**src/rtl/apb_pkg.sv**
```systemverilog
// Shared APB definitions.
// The state encoding is common to the requester and the slave-side FSM so
// that both sides decode psel/penable phases identically.
package apb_pkg;

  typedef enum logic [1:0] {
    IDLE   = 2'b00,
    SETUP  = 2'b01,
    ACCESS = 2'b10
  } apb_state_e;

endpackage

```
**src/rtl/apb_wait_timer.sv**
```systemverilog
// Wait-state counter for the APB requester.
// Ports:
//   clk_i     clock, rising edge
//   rst_ni    asynchronous active-low reset
//   clear_i   zero the count (asserted in the cycle before ACCESS)
//   en_i      count one more wait state (ACCESS with pready low)
//   expired_o current ACCESS cycle is the TIMEOUT-th one
module apb_wait_timer #(
  parameter int unsigned TIMEOUT = 16
) (
  input  logic clk_i,
  input  logic rst_ni,
  input  logic clear_i,
  input  logic en_i,
  output logic expired_o
);

  localparam int unsigned CW = $clog2(TIMEOUT + 1);
  // The count holds the number of completed wait states, so the TIMEOUT-th
  // ACCESS cycle is the one where it reads TIMEOUT-1.
  localparam logic [CW-1:0] LAST = CW'(TIMEOUT - 1);

  logic [CW-1:0] cnt_q, cnt_d;

  always_comb begin
    cnt_d = cnt_q;
    if (clear_i) begin
      cnt_d = '0;
    end else if (en_i && !expired_o) begin
      cnt_d = cnt_q + CW'(1);
    end
  end

  always_ff @(posedge clk_i or negedge rst_ni) begin
    if (!rst_ni) begin
      cnt_q <= '0;
    end else begin
      cnt_q <= cnt_d;
    end
  end

  assign expired_o = (cnt_q == LAST);

endmodule

```
**src/rtl/apb_master.sv**
```systemverilog
// APB requester: converts one valid/ready command into a single APB transfer
// (SETUP, then ACCESS with wait states) and returns a one-cycle response.
// Ports:
//   pclk, preset               clock / asynchronous active-low reset
//   cmd_valid/ready            command handshake (accepted only in IDLE)
//   cmd_write/addr/wdata       command contents
//   rsp_valid                  one-cycle completion pulse
//   rsp_rdata/rsp_err          response data / error, held until next response
//   psel/penable/pwrite/paddr/pwdata   APB request side
//   prdata/pready/pslverr      APB completion side
// A slave holding pready low for TIMEOUT ACCESS cycles is abandoned with
// rsp_err=1 and zero read data.
module apb_master
  import apb_pkg::*;
#(
  parameter int unsigned ADDR_W  = 32,
  parameter int unsigned DATA_W  = 32,
  parameter int unsigned TIMEOUT = 16
) (
  input  logic              pclk,
  input  logic              preset,
  input  logic              cmd_valid,
  output logic              cmd_ready,
  input  logic              cmd_write,
  input  logic [ADDR_W-1:0] cmd_addr,
  input  logic [DATA_W-1:0] cmd_wdata,
  output logic              rsp_valid,
  output logic [DATA_W-1:0] rsp_rdata,
  output logic              rsp_err,
  output logic              psel,
  output logic              penable,
  output logic              pwrite,
  output logic [ADDR_W-1:0] paddr,
  output logic [DATA_W-1:0] pwdata,
  input  logic [DATA_W-1:0] prdata,
  input  logic              pready,
  input  logic              pslverr
);

  apb_state_e        state_q, state_d;
  logic [ADDR_W-1:0] paddr_q, paddr_d;
  logic [DATA_W-1:0] pwdata_q, pwdata_d;
  logic              pwrite_q, pwrite_d;
  logic              rsp_valid_q, rsp_valid_d;
  logic [DATA_W-1:0] rsp_rdata_q, rsp_rdata_d;
  logic              rsp_err_q, rsp_err_d;
  logic              expired;

  apb_wait_timer #(
    .TIMEOUT (TIMEOUT)
  ) u_timer (
    .clk_i     (pclk),
    .rst_ni    (preset),
    .clear_i   (state_q == SETUP),
    .en_i      ((state_q == ACCESS) && !pready),
    .expired_o (expired)
  );

  always_ff @(posedge pclk or negedge preset) begin
    if (!preset) begin
      state_q     <= IDLE;
      paddr_q     <= '0;
      pwdata_q    <= '0;
      pwrite_q    <= 1'b0;
      rsp_valid_q <= 1'b0;
      rsp_rdata_q <= '0;
      rsp_err_q   <= 1'b0;
    end else begin
      state_q     <= state_d;
      paddr_q     <= paddr_d;
      pwdata_q    <= pwdata_d;
      pwrite_q    <= pwrite_d;
      rsp_valid_q <= rsp_valid_d;
      rsp_rdata_q <= rsp_rdata_d;
      rsp_err_q   <= rsp_err_d;
    end
  end

  always_comb begin
    state_d = state_q;
    unique case (state_q)
      IDLE:    if (cmd_valid) state_d = SETUP;
      SETUP:   state_d = ACCESS;
      ACCESS:  if (pready || expired) state_d = IDLE;
      default: state_d = IDLE;
    endcase
  end

  always_comb begin
    paddr_d     = paddr_q;
    pwdata_d    = pwdata_q;
    pwrite_d    = pwrite_q;
    rsp_valid_d = 1'b0;
    rsp_rdata_d = rsp_rdata_q;
    rsp_err_d   = rsp_err_q;
    if ((state_q == IDLE) && cmd_valid) begin
      paddr_d  = cmd_addr;
      pwdata_d = cmd_wdata;
      pwrite_d = cmd_write;
    end
    if (state_q == ACCESS) begin
      // pready takes priority so a completion on the last allowed cycle is
      // reported normally rather than as a timeout.
      if (pready) begin
        rsp_valid_d = 1'b1;
        rsp_err_d   = pslverr;
        rsp_rdata_d = pwrite_q ? '0 : prdata;
      end else if (expired) begin
        rsp_valid_d = 1'b1;
        rsp_err_d   = 1'b1;
        rsp_rdata_d = '0;
      end
    end
  end

  assign cmd_ready = (state_q == IDLE);
  assign psel      = (state_q == SETUP) || (state_q == ACCESS);
  assign penable   = (state_q == ACCESS);
  assign pwrite    = pwrite_q;
  assign paddr     = paddr_q;
  assign pwdata    = pwdata_q;
  assign rsp_valid = rsp_valid_q;
  assign rsp_rdata = rsp_rdata_q;
  assign rsp_err   = rsp_err_q;

endmodule

```
**config.mk**
```make
export PLATFORM = sky130hd
export DESIGN_NAME = apb_master
export DESIGN_NICKNAME = d
export VERILOG_FILES = /design/src/rtl/apb_pkg.sv /design/src/rtl/apb_wait_timer.sv /design/src/rtl/apb_master.sv
export SDC_FILE = /design/constraint.sdc
export NUM_CORES = 1
export LEC_CHECK = 0
export ABC_AREA = 1
export CAP_MARGIN = 5
export CORE_MARGIN = 5
export CORE_UTILIZATION = 35
export DETAILED_ROUTE_END_ITERATION = 16
export GPL_ROUTABILITY_DRIVEN = 1
export PLACE_DENSITY = 0.75
export SETUP_SLACK_MARGIN = 0.2
export SLEW_MARGIN = 20
export SYNTH_ARGS = -nofsm -noshare
export SYNTH_HDL_FRONTEND = slang
export SYNTH_SLANG_ARGS = --single-unit
```
**constraint.sdc**
```tcl
create_clock -name pclk -period 1.7 [get_ports pclk]
set_input_delay 0.255 -clock pclk [delete_from_list [all_inputs] [get_ports pclk]]
set_output_delay 0.255 -clock pclk [all_outputs]
set_load 0.005 [all_outputs]
```
==> reports/qor.txt <==
status -> completed
Die W -> 123 um
Clock Power Share -> 0.188
core footprint -> 0.0125 sq mm
first-pass GRT wire length -> 18300 um
critical path arrival -> 1880 ps
Via density -> 4.54
Antenna diodes -> 0
critical path depth -> 10
Pins Over Slew Limit -> 0
final worst path period share -> 0.957
Worst R2R Start -> u_timer.cnt_q[0]
Fmax -> 0.615 GHz
P&R area growth vs syn -> 70.7%
most frequent cells in the layout -> 130 x clkdlybuf4s50_1, 105 x dfrtp_1, 58 x dlymetal6s2s_1, 50 x mux2_4, 39 x inv_1
Die H -> 123 um
Power, Total -> 0.0118 W
Net Count, Synth -> 445
nets -> 683
top cells by area, synth -> dfrtp_1 60%, mux2_4 17%, nand3_1 4.3%, mux2_2 3.8%, inv_1 3.7%
# port buffers -> 203
P_leak -> 3.99 nW
Seq pwr share -> 0.354
clk_skew -> 5.66 ps
Max Cap Viol -> 0
Setup WS pre-CTS -> 55.6 ps
clock slew at reported path FFs -> 70 ps
Max stage delay on crit path -> 350 ps
clock latency on the worst-skew pair -> 340 ps
CTS H-tree lvls -> 3
Post-Layout Cell Count -> 752
post-synthesis sequential area ratio -> 0.597
Worst EP required -> 1950 ps
total CTS buffers -> 9
Worst slew margin -> 0.688
clock tree sinks -> 106
aggregate routed wire length -> 12400 um
clock buffer depth -> 2
Setup CP Type -> flip-flop to flip-flop
Cells after Synth -> 337
number of global-route vias before repair -> 3612
Crit. End Element -> flip-flop
global-route usage over all layers -> 0.157
Unique masters post-synth -> 20
WL/cell -> 16.5 um
DPL Wire Length -> 8810 um
Hold Vio Cnt, Final -> 0
final hold slack -> 410 ps
clock period minus worst slack -> 1630 ps
pin count of the biggest net entering global routing -> 35
antenna-violating nets left -> 0
drt initial violations -> 209
Psw -> 0.00336 W
vias -> 3413
initial antenna violation count -> 0
Mapped Area -> 0.00444 sq mm
number of cells on the worst reg-to-reg path -> 10
YS warnings -> 0
setup TNS -> 0 ps
post-placement cell count -> 712
gr ovfl total -> 0
final setup margin -> 73.8 ps
worst hold-check path type -> input port to async pin
global placer's final weighted congestion -> 0.745
Rows -> 41
die area -> 0.0150 sq mm
Worst Setup EP -> rsp_rdata[17]
PwrDens -> 1560 mW/mm^2
TritonCTS clock tree -> done
top cell type's share of synthesized area -> 0.597
Yosys top cell by area -> dfrtp_1
Comb power frac -> 0.458
Switching Share -> 0.285
RSZ-0062 raised after global routing -> yes
DRC Markers -> 0
Starting Density -> 0.355
internal cell power -> 0.00845 W
crit path cell chain -> ha_2 -> nand2_2 -> nor2_2 -> ha_2 -> inv_2 -> a21oi_4 -> buf_12 -> clkbuf_16 -> nand3_1 -> o21ai_0
CTS root buf -> clkbuf_16
Most Frequent Cell on Critical Path -> ha_2
Worst Setup SP -> u_timer.cnt_q[0]
ratio of cells with drive above 1 in the final layout -> 0.266
Worst Max-Slew Pin Slew -> 468 ps
setup violators final -> 0
commonest non-fill, non-tap cell in the layout -> clkdlybuf4s50_1
Slowest cell on crit path -> dfrtp_1
Critical Path Start Type -> flip-flop
reg-to-reg critical path endpoint -> rsp_rdata[17]
critical path peak fanout -> 9
Avg Inst Size Synth -> 13.2 sq um
# fillers -> 1012
Synth Register Bits -> 106
Bufs and invs on worst path -> 3
number of top-level pins -> 204
FF-to-FF setup slack -> 70 ps
crit-path leading delay family -> buffers and inverters
router iterations before antenna repair -> 4
Max IR drop VDD -> 737 uV
-- through the flow --
stage,util,cell area (sq um)
detailed placement,0.540,6760
floorplan,-,4450
CTS,0.580,7270
global route,0.606,7580
finish,0.606,7580
global placement,0.540,6760
-- layer usage --
layer / vias to the layer above / global-route usage / wire length [um]
met5: - / 0 / 0
met4: 0 / 0.0630 / 257
met3: 18 / 0.0475 / 995
met2: 146 / 0.263 / 6090
met1: 1654 / 0.188 / 5060
li1: 1595 / - / -
-- layout make-up --
class,count,area [sq um],area share
repair buffers,244,2620,0.346
flip-flops and latches,106,2650,0.350
well taps,172,215,0.0284
clock buffers,11,243,0.0320
multi-input cells,169,1600,0.211
clock inverters,5,77.6,0.0102
inverters,45,169,0.0223
-- cell families (layout without fill, tap and decap cells) --
family	after synthesis	in the layout	share of synthesized area
AND/OR/NAND/NOR	59	59	0.0626
adder cells (fa/ha/maj)	6	6	0.0169
AO/OA/AOI/OAI	39	39	0.0448
flip-flops	106	106	0.597
buffers and inverters	62	305	0.0713
multiplexers	65	65	0.207
-- synthesized netlist by cell type --
master,n
o21ai_0,32
inv_2,1
inv_1,44
nand4_1,1
mux2_2,15
nor2_2,1
nand2_1,13
nand3_1,38
or2_2,1
buf_4,1
clkbuf_1,2
dfrtp_1,106
buf_2,4
a21oi_2,1
nor2_1,4
ha_1,6
o21ai_1,6
mux2_4,50
buf_6,10
nor3_1,1
-- registers in the layout, indices dropped and copies added, names as in the netlist --
| name | cells |
|---|---|
| paddr | 32 |
| pwdata | 32 |
| rsp_rdata | 32 |
| u_timer.cnt_q | 5 |
| state_q | 2 |
| pwrite | 1 |
| rsp_err | 1 |
| rsp_valid | 1 |
-- power groups by stage --
stage	Combinational [W]	Sequential (W)	Clock, W
after CTS	0.00537	0.00421	0.00230
after detailed placement	0.00514	0.00422	0
after floorplan	0.00214	0.00423	0
after global placement	0.00503	0.00417	0
after global routing	0.00579	0.00432	0.00240
final	0.00541	0.00418	0.00222
-- worst min-delay path by stage --
| stage | end | start | slack, ps | cells past startpoint |
|---|---|---|---|---|
| final | rsp_rdata[19] | preset | 410 | 2 |
| after global routing | rsp_rdata[15] | preset | 440 | 2 |
| after CTS | rsp_rdata[19] | preset | 400 | 2 |
| after detailed placement | rsp_rdata[19] | preset | 240 | 1 |
| after global placement | rsp_rdata[22] | preset | 240 | 1 |
| after floorplan | paddr[0] | preset | -40 | 0 |
-- worst register-to-register path, delay by kind of cell, from the launching register on --
| kind | cells | cell delay (ps) |
|---|---|---|
| buffers and inverters | 3 | 370 |
| adder cells (fa/ha/maj) | 2 | 350 |
| AND/OR/NAND/NOR | 3 | 230 |
| AO/OA/AOI/OAI | 2 | 230 |
| flip-flops | 1 | 350 |
-- repair_timing --
action	CTS	global route
setup buffers	10	10
gates resized for setup	50	91
setup endpoints to repair	116	129
hold buffers	1	0
gates cloned	1	2
hold endpoints to repair	29	0
pin swaps	2	4
(Power assumes the default switching activity.)
==> RTL change 1 (config.mk and constraints unchanged) <==
Change the parameter `ADDR_W` from 32 to 24.
--- a/src/rtl/apb_master.sv
+++ b/src/rtl/apb_master.sv
@@ -13,7 +13,7 @@
 module apb_master
   import apb_pkg::*;
 #(
-  parameter int unsigned ADDR_W  = 32,
+  parameter int unsigned ADDR_W  = 24,
   parameter int unsigned DATA_W  = 32,
   parameter int unsigned TIMEOUT = 16
 ) (
Ports: changed (resized cmd_addr and paddr); port bits go from 204 to 188. No check against the original RTL was run, so the function may have changed too.
==> RTL change 1 against the original RTL <==
  * Clock power is 9.9% lower
  * Worst setup slack worse by 0.025 ns
  * Highest routed layer unchanged
  * Sequential power is 9.6% lower
  * Total power is 10% lower
  * Hold slack better by 0.017 ns
  * Cell area is 9.0% lower
  * Routed wire length is 6.0% lower
  * Sequential cell count is 8 lower
  * Synthesized area is 8.6% lower
==> RTL change 1: results (changes against the original RTL) <==
Internal=7.60 mW (-10%); number of global-route vias before repair=3459 (-4.2%); Placed Area=0.00613 mm^2 (-9.4%); via count of the routed design=3159 (-7.4%); DR iter-0 viols=115 (-45%); Avg Inst Size Synth=12.7 um^2 (-3.8%); Crit path largest cell delay=0.35 ns (about the same); HPWL reported at the end of detailed placement=7990 um (-9.2%); clk_lat worst skew=0.34 ns (about the same); Synth async-reset ratio=100% (unchanged); leading area contributor after synthesis=dfrtp_1; top post-synthesis cells by count=dfrtp_1, inv_1, nand3_1, o21ai_0, mux2_4; worst vdd ir=0.000902 V (+22%); port buffer count=187 (-7.9%); DP Worst Slack=0.0423 ns (-0.0134 ns); largest net degree at the start of global routing=44 (+26%); critical path fanouts, max=8 (-1); CTS buffer count=9 (unchanged); P_leak=3.41 nW (-15%); ant diodes=0 (unchanged); Max-slew headroom=69.1% (+0.34 points); WP data arrival=1.88 ns (about the same); layout cell share with drive strength beyond 1=26.0% (-0.53 points); H-tree levels=3 (unchanged); CTS Root Cell=clkbuf_16; Fillers=893 (-12%); fin nets=634 (-7.2%); Synth area leaders=dfrtp_1, mux2_4, mux2_2, nand3_1, o21ai_0; Final Skew=0.00795 ns (+0.00230 ns); first-pass GRT wire length=18600 um (+1.7%); Avg WL per Cell=17.1 um (+3.8%); syn nets=420 (-5.6%); initial antenna violation count=0 (unchanged); Total Routing Usage GR=16.6% (+0.87 points); clock slew at reported path FFs=0.07 ns (about the same); hold crit path type=in -> async; Placed Cells incl. Taps=645 (-9.4%); synth warn=0 (unchanged); sequential cell area fraction in the yosys report=60.4% (+0.70 points); clk buf depth=2 (unchanged); DRT Pass-1 Iters=4 (unchanged); Critical Path Slowest Stage Cell=dfrtp_1; Distinct cells, synth=19 (-5.0%); Routability Congestion=0.765 (+2.7%); Detailed Route WL=11700 um (-6.0%); Top delay family on crit path=buffers and inverters; status=complete, no violations
==> RTL change 1: logic make-up (layout without fill, tap and decap cells) <==
group | after synthesis | after routing | share of synthesized area [%]
DFF | 98 | 98 | 60.4
buffers and inverters | 61 | 279 | 7.37
muxes | 57 | 57 | 18.6
AOI/OAI and AO/OA | 39 | 39 | 4.90
and+or+nand+nor | 59 | 59 | 6.85
adders and majority gates | 6 | 6 | 1.85
==> RTL change 1: final cells by class <==
type                       instances  area [um^2]  share of cell area (%)
inverter                          45          169                    2.45
clock buffer                      12          246                    3.57
sequential                        98         2450                    35.5
tap                              143          179                    2.59
multi-input combinational        161         1450                    21.1
timing repair buffer             219         2360                    34.2
clock inverter                     3         40.0                   0.580
==> RTL change 1: worst paths after layout <==
check                      slack (ns)  cells past startpoint        startpoint             to
setup / recovery                 0.05                     10  u_timer.cnt_q[0]  rsp_rdata[25]
hold / removal                   0.43                      2            preset     pwdata[18]
setup reg to reg                 0.05                     10  u_timer.cnt_q[0]  rsp_rdata[25]
hold reg to reg                  0.50                      1        pwdata[20]     pwdata[20]
max in group asynchronous        0.67                      3            preset      pwdata[2]
min in group pclk                0.48                      3        prdata[27]  rsp_rdata[27]
==> RTL change 1: timing repair <==
item / 4_1_cts / 5_1_grt
gates resized for setup: 48 / 70
buffers inserted: 9 / 6
hold endpoints to repair: 31 / 0
cloned: 3 / 2
pin swaps: 3 / 5
hold buffers: 1 / 0
setup endpoints to repair: 99 / 74
==> RTL change 1: worst reg2reg max path: stages, from the launching register on <==
cell     delay [ns]
dfrtp_1        0.35
ha_2           0.18
nand2_2        0.07
nor2_2         0.11
ha_2           0.18
inv_2          0.05
a21oi_4        0.15
buf_12         0.17
buf_12         0.11
buf_16         0.11
o21ai_1        0.05
==> RTL change 1: power by group through the flow <==
stage | Combinational (mW) | Clock [mW] | Sequential [mW]
floorplan | 1.79 | 0 | 3.88
global placement | 4.41 | 0 | 3.79
detailed placement | 4.48 | 0 | 3.85
CTS | 4.78 | 2.06 | 3.80
global route | 5.20 | 2.15 | 3.92
finish | 4.84 | 2.00 | 3.78
==> RTL change 1: routing by layer <==
layer	vias to the layer above	routed length, um	global-route usage, %
li1	1492	-	-
met1	1522	4790	21.0
met2	131	5670	25.5
met3	14	1020	6.54
met4	0	186	6.31
met5	-	0	0
==> RTL change 2 (same flow settings) <==
Without the edit above. Encoding of `apb_state_e`: now one-hot (3 bits for 3 states).
--- a/src/rtl/apb_pkg.sv
+++ b/src/rtl/apb_pkg.sv
@@ -3,10 +3,10 @@
 // that both sides decode psel/penable phases identically.
 package apb_pkg;
 
-  typedef enum logic [1:0] {
-    IDLE   = 2'b00,
-    SETUP  = 2'b01,
-    ACCESS = 2'b10
+  typedef enum logic [2:0] {
+    IDLE   = 3'b001,
+    SETUP  = 3'b010,
+    ACCESS = 3'b100
   } apb_state_e;
 
 endpackage
Formal check against the unedited RTL: no difference found for any inputs over 10 cycles, from zero or initial values and one cycle with preset low; not proved beyond that.
==> RTL change 2 against the original RTL <==
  * The run now ends with negative hold slack left
  * Routed wire length up 14%
  * Count of clock-buffer cells in the layout up 4
  * Worst setup slack worse by 0.020 ns
  * Clock power down 9%
  * Synthesized area down 4.5%
  * Sequential share of layout area up 1.3 points
  * Combinational power down 3%
  * Final cell count up 14%
  * Sequential cell count up 1
  * Largest power group unchanged
  * Clock skew down 0.00084 ns
  * Cell area down 2.7%
  * Total power down 0.84%
==> RTL change 2: results (changes against the original RTL) <==
status=complete, but fails checks; failing checks=negative hold slack; syn nets=578 (+30%); Synth area leaders=dfrtp_1, nand2_1, nand3_1, buf_2, nand2_2; Top FF cell, synth=dfrtp_1; post-DR vias/cell=4.77 (+5.0%); Routability Congestion=0.822 (+10%); clock slew at reported path FFs=0.07 ns (about the same); Slew Limit Fails=0 (unchanged); WP data arrival=1.92 ns (+0.04 ns); top post-synthesis cells by count=nand2_1, dfrtp_1, nand3_1; Critical Path Slowest Stage Cell=dfrtp_1; initial antenna violation count=0 (unchanged); Top delay family on crit path=simple AND/OR/NAND/NOR gates; P_leak=4.41 nW (+10%); DP Worst Slack=-0.0490 ns (-0.105 ns); HPWL reported at the end of detailed placement=9010 um (+2.3%); Distinct cells, synth=20 (unchanged); Placed Area=0.00645 mm^2 (-4.5%); number of global-route vias before repair=4128 (+14%); Max-slew headroom=61.3% (-7.5 points); Synth async-reset ratio=100% (unchanged); CTS Root Cell=clkbuf_16; H-tree levels=3 (unchanged); layout cell share with drive strength beyond 1=14.6% (-12 points); worst vdd ir=0.000734 V (-0.48%); clk buf depth=2 (unchanged); largest net degree at the start of global routing=108 (+210%); Fillers=983 (-2.9%); Final Skew=0.00482 ns (-0.000837 ns); Total Routing Usage GR=18.0% (+2.3 points); clk_lat worst skew=0.34 ns (about the same); ant diodes=0 (unchanged); final hold vios=18 (+18); sequential cell area fraction in the yosys report=63.1% (+3.4 points); Crit path largest cell delay=0.37 ns (+0.02 ns); Min Hold Slack=-0.0239 ns (-0.434 ns); DR iter-0 viols=303 (+45%); Detailed Route WL=14100 um (+14%); synth warn=0 (unchanged); critical path fanouts, max=7 (-2); DRT Pass-1 Iters=4 (unchanged); hold crit path type=in -> async; port buffer count=203 (unchanged); first-pass GRT wire length=20800 um (+14%); fin nets=811 (+19%)
==> RTL change 2: cell types whose count changed after synthesis, moves of 2 or more <==
cell     before  now
inv_1        44    9
mux2_4       50    0
nand4_1       1    3
mux2_2       15    0
inv_2         1    4
ha_1          6    2
buf_6        10    4
nand2_1      13  267
buf_4         1    3
buf_2         4   13
o21ai_0      32    1
o21ai_1       6    0
nand2_2       0   10
==> RTL change 2: worst paths after layout <==
path                       slack (ns)        startpoint                to  depth (start not counted)
setup reg to reg                 0.05  u_timer.cnt_q[0]      rsp_rdata[9]                         10
setup / recovery                 0.05  u_timer.cnt_q[0]      rsp_rdata[9]                         10
hold reg to reg                  0.47         pwdata[5]         pwdata[5]                          2
hold / removal                  -0.02            preset         paddr[21]                          2
max in group asynchronous        1.28            preset  u_timer.cnt_q[4]                          2
min in group pclk                0.45      cmd_addr[13]         paddr[13]                          3
==> RTL change 2: per-stage QoR <==
stage / hold slack, ns / setup TNS (ns) / std cells
floorplan: -0.0406 / 0 / 474
global placement: 0.367 / 0 / 814
detailed placement: 0.378 / -0.786 / 814
CTS: 0.0127 / 0 / 840
global route: 0.0226 / -0.00559 / 859
finish: -0.0239 / 0 / 859
==> RTL change 2: per-layer routing <==
| layer | track usage [%] | share of wire, % |
|---|---|---|
| met1 | 21.4 | 39 |
| met2 | 29.7 | 51 |
| met3 | 6.41 | 8.8 |
| met4 | 7.30 | 2.2 |
| met5 | 0 | 0 |
==> RTL change 2: cells by family (layout without fill, tap and decap cells) <==
group	Yosys count	after routing	synth area share, %
DFF	107	107	63.1
adders and majority gates	2	2	0.590
AOI/OAI and AO/OA	2	2	0.265
and+or+nand+nor	327	327	31.2
buffers and inverters	36	274	4.81
==> RTL change 2: final cells by class <==
class / count / area [um^2] / area share (%)
Timing Repair Buffer: 245 / 2690 / 36.4
Sequential cell: 107 / 2680 / 36.3
Multi-Input combinational cell: 331 / 1470 / 19.9
Clock buffer: 15 / 288 / 3.90
Tap cell: 147 / 184 / 2.49
Inverter: 13 / 66.3 / 0.899
Clock inverter: 1 / 5.00 / 0.0678
==> RTL change 2: what timing repair did <==
item                       in CTS  in global routing
buffers inserted                9                 13
gates cloned                    1                  6
resized for setup              39                 87
pin swaps                       6                 11
setup endpoints to repair      82                157
==> RTL change 2: power by group <==
part | switching (mW) | internal, mW | leakage [nW] | total (mW)
registers | 0.700 | 3.73 | 1.37 | 4.43
logic | 2.28 | 2.97 | 2.90 | 5.25
clock network | 0.880 | 1.15 | 0.146 | 2.03
total | 3.86 | 7.85 | 4.41 | 11.7
==> RTL change 2: worst reg2reg max path, delay by kind of cell, from the launching register on <==
family	cells	cell delay, ns
fa+ha+maj	2	0.39
buf+inv	2	0.31
flops	1	0.37
simple gates	6	0.53
